==> src/rtl/fetch_unit_if.sv <==
// Instruction-memory channel between the fetch stage and instruction memory:
// a valid/ready request carrying the fetch address, plus an unthrottled
// response carrying the instruction word.
interface fetch_unit_if;
    logic        ireq_valid;
    logic [31:0] ireq_addr;
    logic        ireq_ready;
    logic        iresp_valid;
    logic [31:0] iresp_data;

    modport master (
        output ireq_valid,
        output ireq_addr,
        input  ireq_ready,
        input  iresp_valid,
        input  iresp_data
    );

    modport slave (
        input  ireq_valid,
        input  ireq_addr,
        output ireq_ready,
        output iresp_valid,
        output iresp_data
    );
endinterface

==> src/rtl/fetch_unit.sv <==
// Instruction-fetch stage: holds the PC, keeps one instruction-memory request
// outstanding at most, and buffers the returned word for decode as
// {instruction, pc_plus_4}. Branch redirects from execute override every
// other event and turn any in-flight fetch into a stale one that is dropped.
//
// state  | meaning
// S_REQ  | request for pc presented on the memory channel
// S_WAIT | request accepted, waiting for its response
// S_FULL | f_d_reg holds a valid instruction, waiting for decode
// S_KILL | outstanding response is wrong-path, drop it when it arrives
module fetch_unit #(
    parameter logic [31:0] RESET_PC = 32'hBFC0_0000
) (
    input  logic              clk,
    input  logic              reset,
    fetch_unit_if.master      imem,
    input  logic              redirect,
    input  logic [31:0]       redirect_pc,
    input  logic              d_ready,
    output logic              f_valid,
    output logic [63:0]       f_d_reg
);

    typedef enum logic [1:0] {
        S_REQ  = 2'd0,
        S_WAIT = 2'd1,
        S_FULL = 2'd2,
        S_KILL = 2'd3
    } state_t;

    typedef struct packed {
        logic [31:0] instruction;
        logic [31:0] pc_plus_4;
    } f_d_reg_t;

    state_t      state;
    logic [31:0] pc;
    f_d_reg_t    f_d_q;
    logic [31:0] pc_plus_4;

    assign pc_plus_4 = pc + 32'd4;

    // The request is decoded from the registered state; gating with reset keeps
    // memory from seeing a request while the fetch stage is held in reset.
    assign imem.ireq_valid = (state == S_REQ) && reset;
    assign imem.ireq_addr  = pc;
    assign f_d_reg         = f_d_q;

    // Fetch sequencer: PC, buffer and state advance together; redirect wins.
    always_ff @(posedge clk or negedge reset) begin
        if (!reset) begin
            state   <= S_REQ;
            pc      <= RESET_PC;
            f_valid <= 1'b0;
            f_d_q   <= '0;
        end else if (redirect) begin
            pc      <= {redirect_pc[31:2], 2'b00};
            f_valid <= 1'b0;
            case (state)
                // An address accepted this very cycle still owes us a response.
                S_REQ:   state <= imem.ireq_ready ? S_KILL : S_REQ;
                S_WAIT:  state <= imem.iresp_valid ? S_REQ : S_KILL;
                S_FULL:  state <= S_REQ;
                S_KILL:  state <= imem.iresp_valid ? S_REQ : S_KILL;
                default: state <= S_REQ;
            endcase
        end else begin
            case (state)
                S_REQ: begin
                    if (imem.ireq_ready) begin
                        state <= S_WAIT;
                    end
                end
                S_WAIT: begin
                    if (imem.iresp_valid) begin
                        f_d_q.instruction <= imem.iresp_data;
                        f_d_q.pc_plus_4   <= pc_plus_4;
                        f_valid           <= 1'b1;
                        pc                <= pc_plus_4;
                        state             <= S_FULL;
                    end
                end
                S_FULL: begin
                    // Contents are left in place; only the valid flag drops.
                    if (d_ready) begin
                        f_valid <= 1'b0;
                        state   <= S_REQ;
                    end
                end
                S_KILL: begin
                    if (imem.iresp_valid) begin
                        state <= S_REQ;
                    end
                end
                default: state <= S_REQ;
            endcase
        end
    end

endmodule

==> src/flat_wrapper.sv <==
// flat-port wrapper written by rule: the top's interface ports become plain ports
module fetch_unit_flat 
#(
    parameter logic [31:0] RESET_PC = 32'hBFC0_0000
)
  (clk, reset, redirect, redirect_pc, d_ready, f_valid, f_d_reg, imem_ireq_valid, imem_ireq_addr, imem_ireq_ready, imem_iresp_valid, imem_iresp_data);
  fetch_unit_if imem_i ();
  input  logic clk;
  input  logic reset;
  input  logic redirect;
  input  logic [31:0] redirect_pc;
  input  logic d_ready;
  output logic f_valid;
  output logic [63:0] f_d_reg;
  output wire logic [$bits(imem_i.ireq_valid)-1:0] imem_ireq_valid;
  output wire logic [$bits(imem_i.ireq_addr)-1:0] imem_ireq_addr;
  input wire logic [$bits(imem_i.ireq_ready)-1:0] imem_ireq_ready;
  input wire logic [$bits(imem_i.iresp_valid)-1:0] imem_iresp_valid;
  input wire logic [$bits(imem_i.iresp_data)-1:0] imem_iresp_data;
  assign imem_ireq_valid = imem_i.ireq_valid;
  assign imem_ireq_addr = imem_i.ireq_addr;
  assign imem_i.ireq_ready = imem_ireq_ready;
  assign imem_i.iresp_valid = imem_iresp_valid;
  assign imem_i.iresp_data = imem_iresp_data;
  fetch_unit #(.RESET_PC(RESET_PC)) u_core (.clk(clk), .reset(reset), .imem(imem_i), .redirect(redirect), .redirect_pc(redirect_pc), .d_ready(d_ready), .f_valid(f_valid), .f_d_reg(f_d_reg));
endmodule
==> config.mk <==
export PLATFORM = sky130hd
export DESIGN_NAME = fetch_unit_flat
export DESIGN_NICKNAME = d
export VERILOG_FILES = /design/src/rtl/fetch_unit_if.sv /design/src/rtl/fetch_unit.sv /design/src/flat_wrapper.sv
export SDC_FILE = /design/constraint.sdc
export NUM_CORES = 1
export LEC_CHECK = 0
export BUFFER_PORTS_ARGS = -buffer_cell sky130_fd_sc_hd__buf_4
export CAP_MARGIN = 10
export CORE_ASPECT_RATIO = 0.8
export CORE_MARGIN = 5
export CORE_UTILIZATION = 50
export DETAILED_ROUTE_END_ITERATION = 6
export PLACE_DENSITY = 0.86
export SYNTH_ARGS = -nofsm -noshare
export SYNTH_HDL_FRONTEND = slang
export SYNTH_SLANG_ARGS = --single-unit
==> constraint.sdc <==
create_clock -name clk -period 3.1 [get_ports clk]
set_input_delay 0.465 -clock clk [delete_from_list [all_inputs] [get_ports clk]]
set_output_delay 0.465 -clock clk [all_outputs]
set_load 0.01 [all_outputs]
==> results_dict.tcl <==
set metrics [dict create \
    status "completed" \
    hold_viol 0 \
    initial_core_util 0.512 \
    criticalPathCategory "flop to flop" \
    skew_ps 5.48 \
    grt.total_usage 0.216 \
    remaining_drc_errors 0 \
    dp_hpwl_um 8670 \
    clock_sinks 95 \
    worstPathRequired_ps 3310 \
    netlist_instances 442 \
    antenna_found_initial 0 \
    timing.final.crit_share 0.770 \
    tightest_slew_ps 882 \
    intPower_mw 3.25 \
    drive_gt1_frac 0.399 \
    vias_per_cell 5.37 \
    clockRootBuffer "clkbuf_16" \
    synth-main-ff-cell "dfrtp_1" \
    p_per_area_mw_per_mm2 790 \
    ys.warnings.count 0 \
    hold_class "input pin to asynchronous set/reset pin" \
    grt-ovfl-total 0 \
    finalSetupViolCount 0 \
    clk_latency_ps 330 \
    clock_path_buffers 2 \
    crit_fanout 14 \
    grt_setup_unrepaired "no" \
    swShare 0.332 \
    avgSynthCellArea_um2 10.5 \
    die_x_um 118 \
    yosys.cell_types.count 42 \
    p_comb_frac 0.371 \
    grt_pass1_wl_um 19900 \
    relSlewSlack 0.412 \
    cts_buffers 9 \
    diodes 0 \
    post-route-util 0.681 \
    endpoint_kind "flop" \
    clk_pin_slew_ps 70 \
    maxCapViolations 0 \
    fmax_ghz 0.419 \
    synth_edf_count 0 \
    tns_ps 0 \
    boundaryPins 168 \
    area_delta_synth_final_pct 33.0 \
    num_vias 3825 \
    power_mw 4.86 \
    yosysSeqAreaShare 0.516 \
    netlist_area_mm2 0.00463 \
    peakVddDrop_mv 0.428 \
    period_minus_slack_ps 2390 \
    sequentialPowerShare 0.421 \
    antenna_left 0 \
    std_cell_rows 31 \
    drt_pass1_iterations 4 \
    post_cts_buffers 0 \
    gp_congestion 0.844 \
    power_switching_mw 1.62 \
    crit_path_start_kind "flop" \
    wl_per_cell_um 16.7 \
    drt_wl_total_um 11900 \
    fill_cells 711 \
    htree_levels 3 \
    drt_iter0_markers 298 \
    largest_reg_flops 62 \
    arrival_ps 2590 \
    die_area_mm2 0.0113 \
    port_buffers 161 \
    ys_ff_latch 95 \
    synthArstFlopShare 1.00 \
    cts_hold_buf 0 \
    grt_pass1_vias 3888 \
    cts_tree "yes" \
    clkPwrFrac 0.209 \
    leakage_nw 2.72 \
    dieHeight_um 96.1 \
    cts_resized 0 \
    grt_max_degree 72 \
    slew_viol_final 0 \
    final_nets 663 \
    r2r_setup_slack_ps 710 \
    core_area_mm2 0.00904 \
]
[final cells by class]
cell class / instances / area [um2] / area share
repair buffers: 166 / 1250 / 0.202
multi-input cells: 318 / 2100 / 0.340
clock inverters: 6 / 46.3 / 0.00752
inverters: 2 / 7.51 / 0.00122
flip-flops and latches: 95 / 2390 / 0.388
well taps: 115 / 144 / 0.0234
clock buffers: 10 / 229 / 0.0372
[placed cells by master (no fill, tap or decap), types with 2 or more instances in the layout]
master      instances
clkbuf_16           9
buf_4             166
and2_1              4
o21ai_0            29
nor4_4              3
nand3_1            17
xnor2_1            15
nand4_1            18
dfstp_2             9
xor2_1             42
nor2b_1             2
conb_1              4
and4_1              5
clkinv_4            2
nor3_1              3
a21oi_1            29
nor3_2              3
mux2_2             33
clkinvlp_4          2
nand2_1            50
inv_1               2
dfrtp_1            86
nor2_1             41
o21ai_1             2
a21oi_2             2
[worst max-delay path, cell delays in order, from the launching register on]
cell and delay, ps:
dfrtp_1 450, ha_1 290, nand3_4 140, nor4_4 810, nand4_1 210, xor2_1 270
a21oi_2 80
[cells by family (layout without fill, tap and decap cells)]
family	Yosys count	count (layout)	share of synthesized area
AOI/OAI and AO/OA	65	65	0.0740
xor gates and xnor gates	57	57	0.108
adders and majority gates	1	1	0.00270
buffers and inverters	32	184	0.0357
DFF	95	95	0.516
muxes	34	34	0.0824
other	1	4	0.000810
and+or+nand+nor	157	157	0.181
[Yosys cell counts, drive strengths merged, types with 2 or more instances]
master | count | share of area
dfrtp | 86 | 0.46
nand2 | 50 | 0.041
nor2 | 43 | 0.035
xor2 | 42 | 0.079
mux2 | 33 | 0.080
a21oi | 31 | 0.035
o21ai | 31 | 0.034
buf | 19 | 0.025
nand3 | 19 | 0.024
nand4 | 19 | 0.029
xnor2 | 15 | 0.028
clkbuf | 11 | 0.0092
dfstp | 9 | 0.051
nor3 | 7 | 0.013
and4 | 5 | 0.0095
and2 | 4 | 0.0054
nor4 | 4 | 0.015
inv | 2 | 0.0016
nor2b | 2 | 0.0027
[layer usage]
layer | vias up | track usage | routed length, um
met3 | 16 | 0.0846 | 1170
li1 | 1802 | - | -
met1 | 1845 | 0.270 | 4810
met2 | 162 | 0.359 | 5790
met4 | 0 | 0.0449 | 124
met5 | - | 0 | 0
[per-stage QoR]
step / area, um2 / setup WS [ps] / std cells / hold slack [ps]
finish: 6160 / 712 / 712 / 28.9
global route: 6160 / 560 / 712 / 40.7
CTS: 6160 / 734 / 712 / 36.2
detailed placement: 5880 / 742 / 696 / 395
global placement: 5880 / 854 / 696 / 386
floorplan: 4640 / 1240 / 445 / 169
[path summary, 6_finish.rpt]
check | start | end | cells past startpoint
setup / recovery | u_core.imem.ireq_addr[2] | u_core.f_d_reg[28] | 6
hold / removal | reset | u_core.f_d_reg[24] | 1
setup reg to reg | u_core.imem.ireq_addr[2] | u_core.f_d_reg[28] | 6
hold reg to reg | u_core.f_d_reg[63] | u_core.f_d_reg[63] | 1
max in group asynchronous | reset | u_core.f_d_reg[38] | 2
min in group clk | redirect_pc[10] | u_core.imem.ireq_addr[10] | 3
[power by group through the flow]
stage | Clock, mW | Sequential, mW | Combinational [mW]
floorplan | 0 | 2.22 | 0.651
global placement | 0 | 2.04 | 1.77
detailed placement | 0 | 2.07 | 1.83
CTS | 1.04 | 2.05 | 1.84
global route | 1.10 | 2.12 | 1.97
finish | 1.01 | 2.05 | 1.80
No activity file was read; power rests on OpenSTA's default activity.
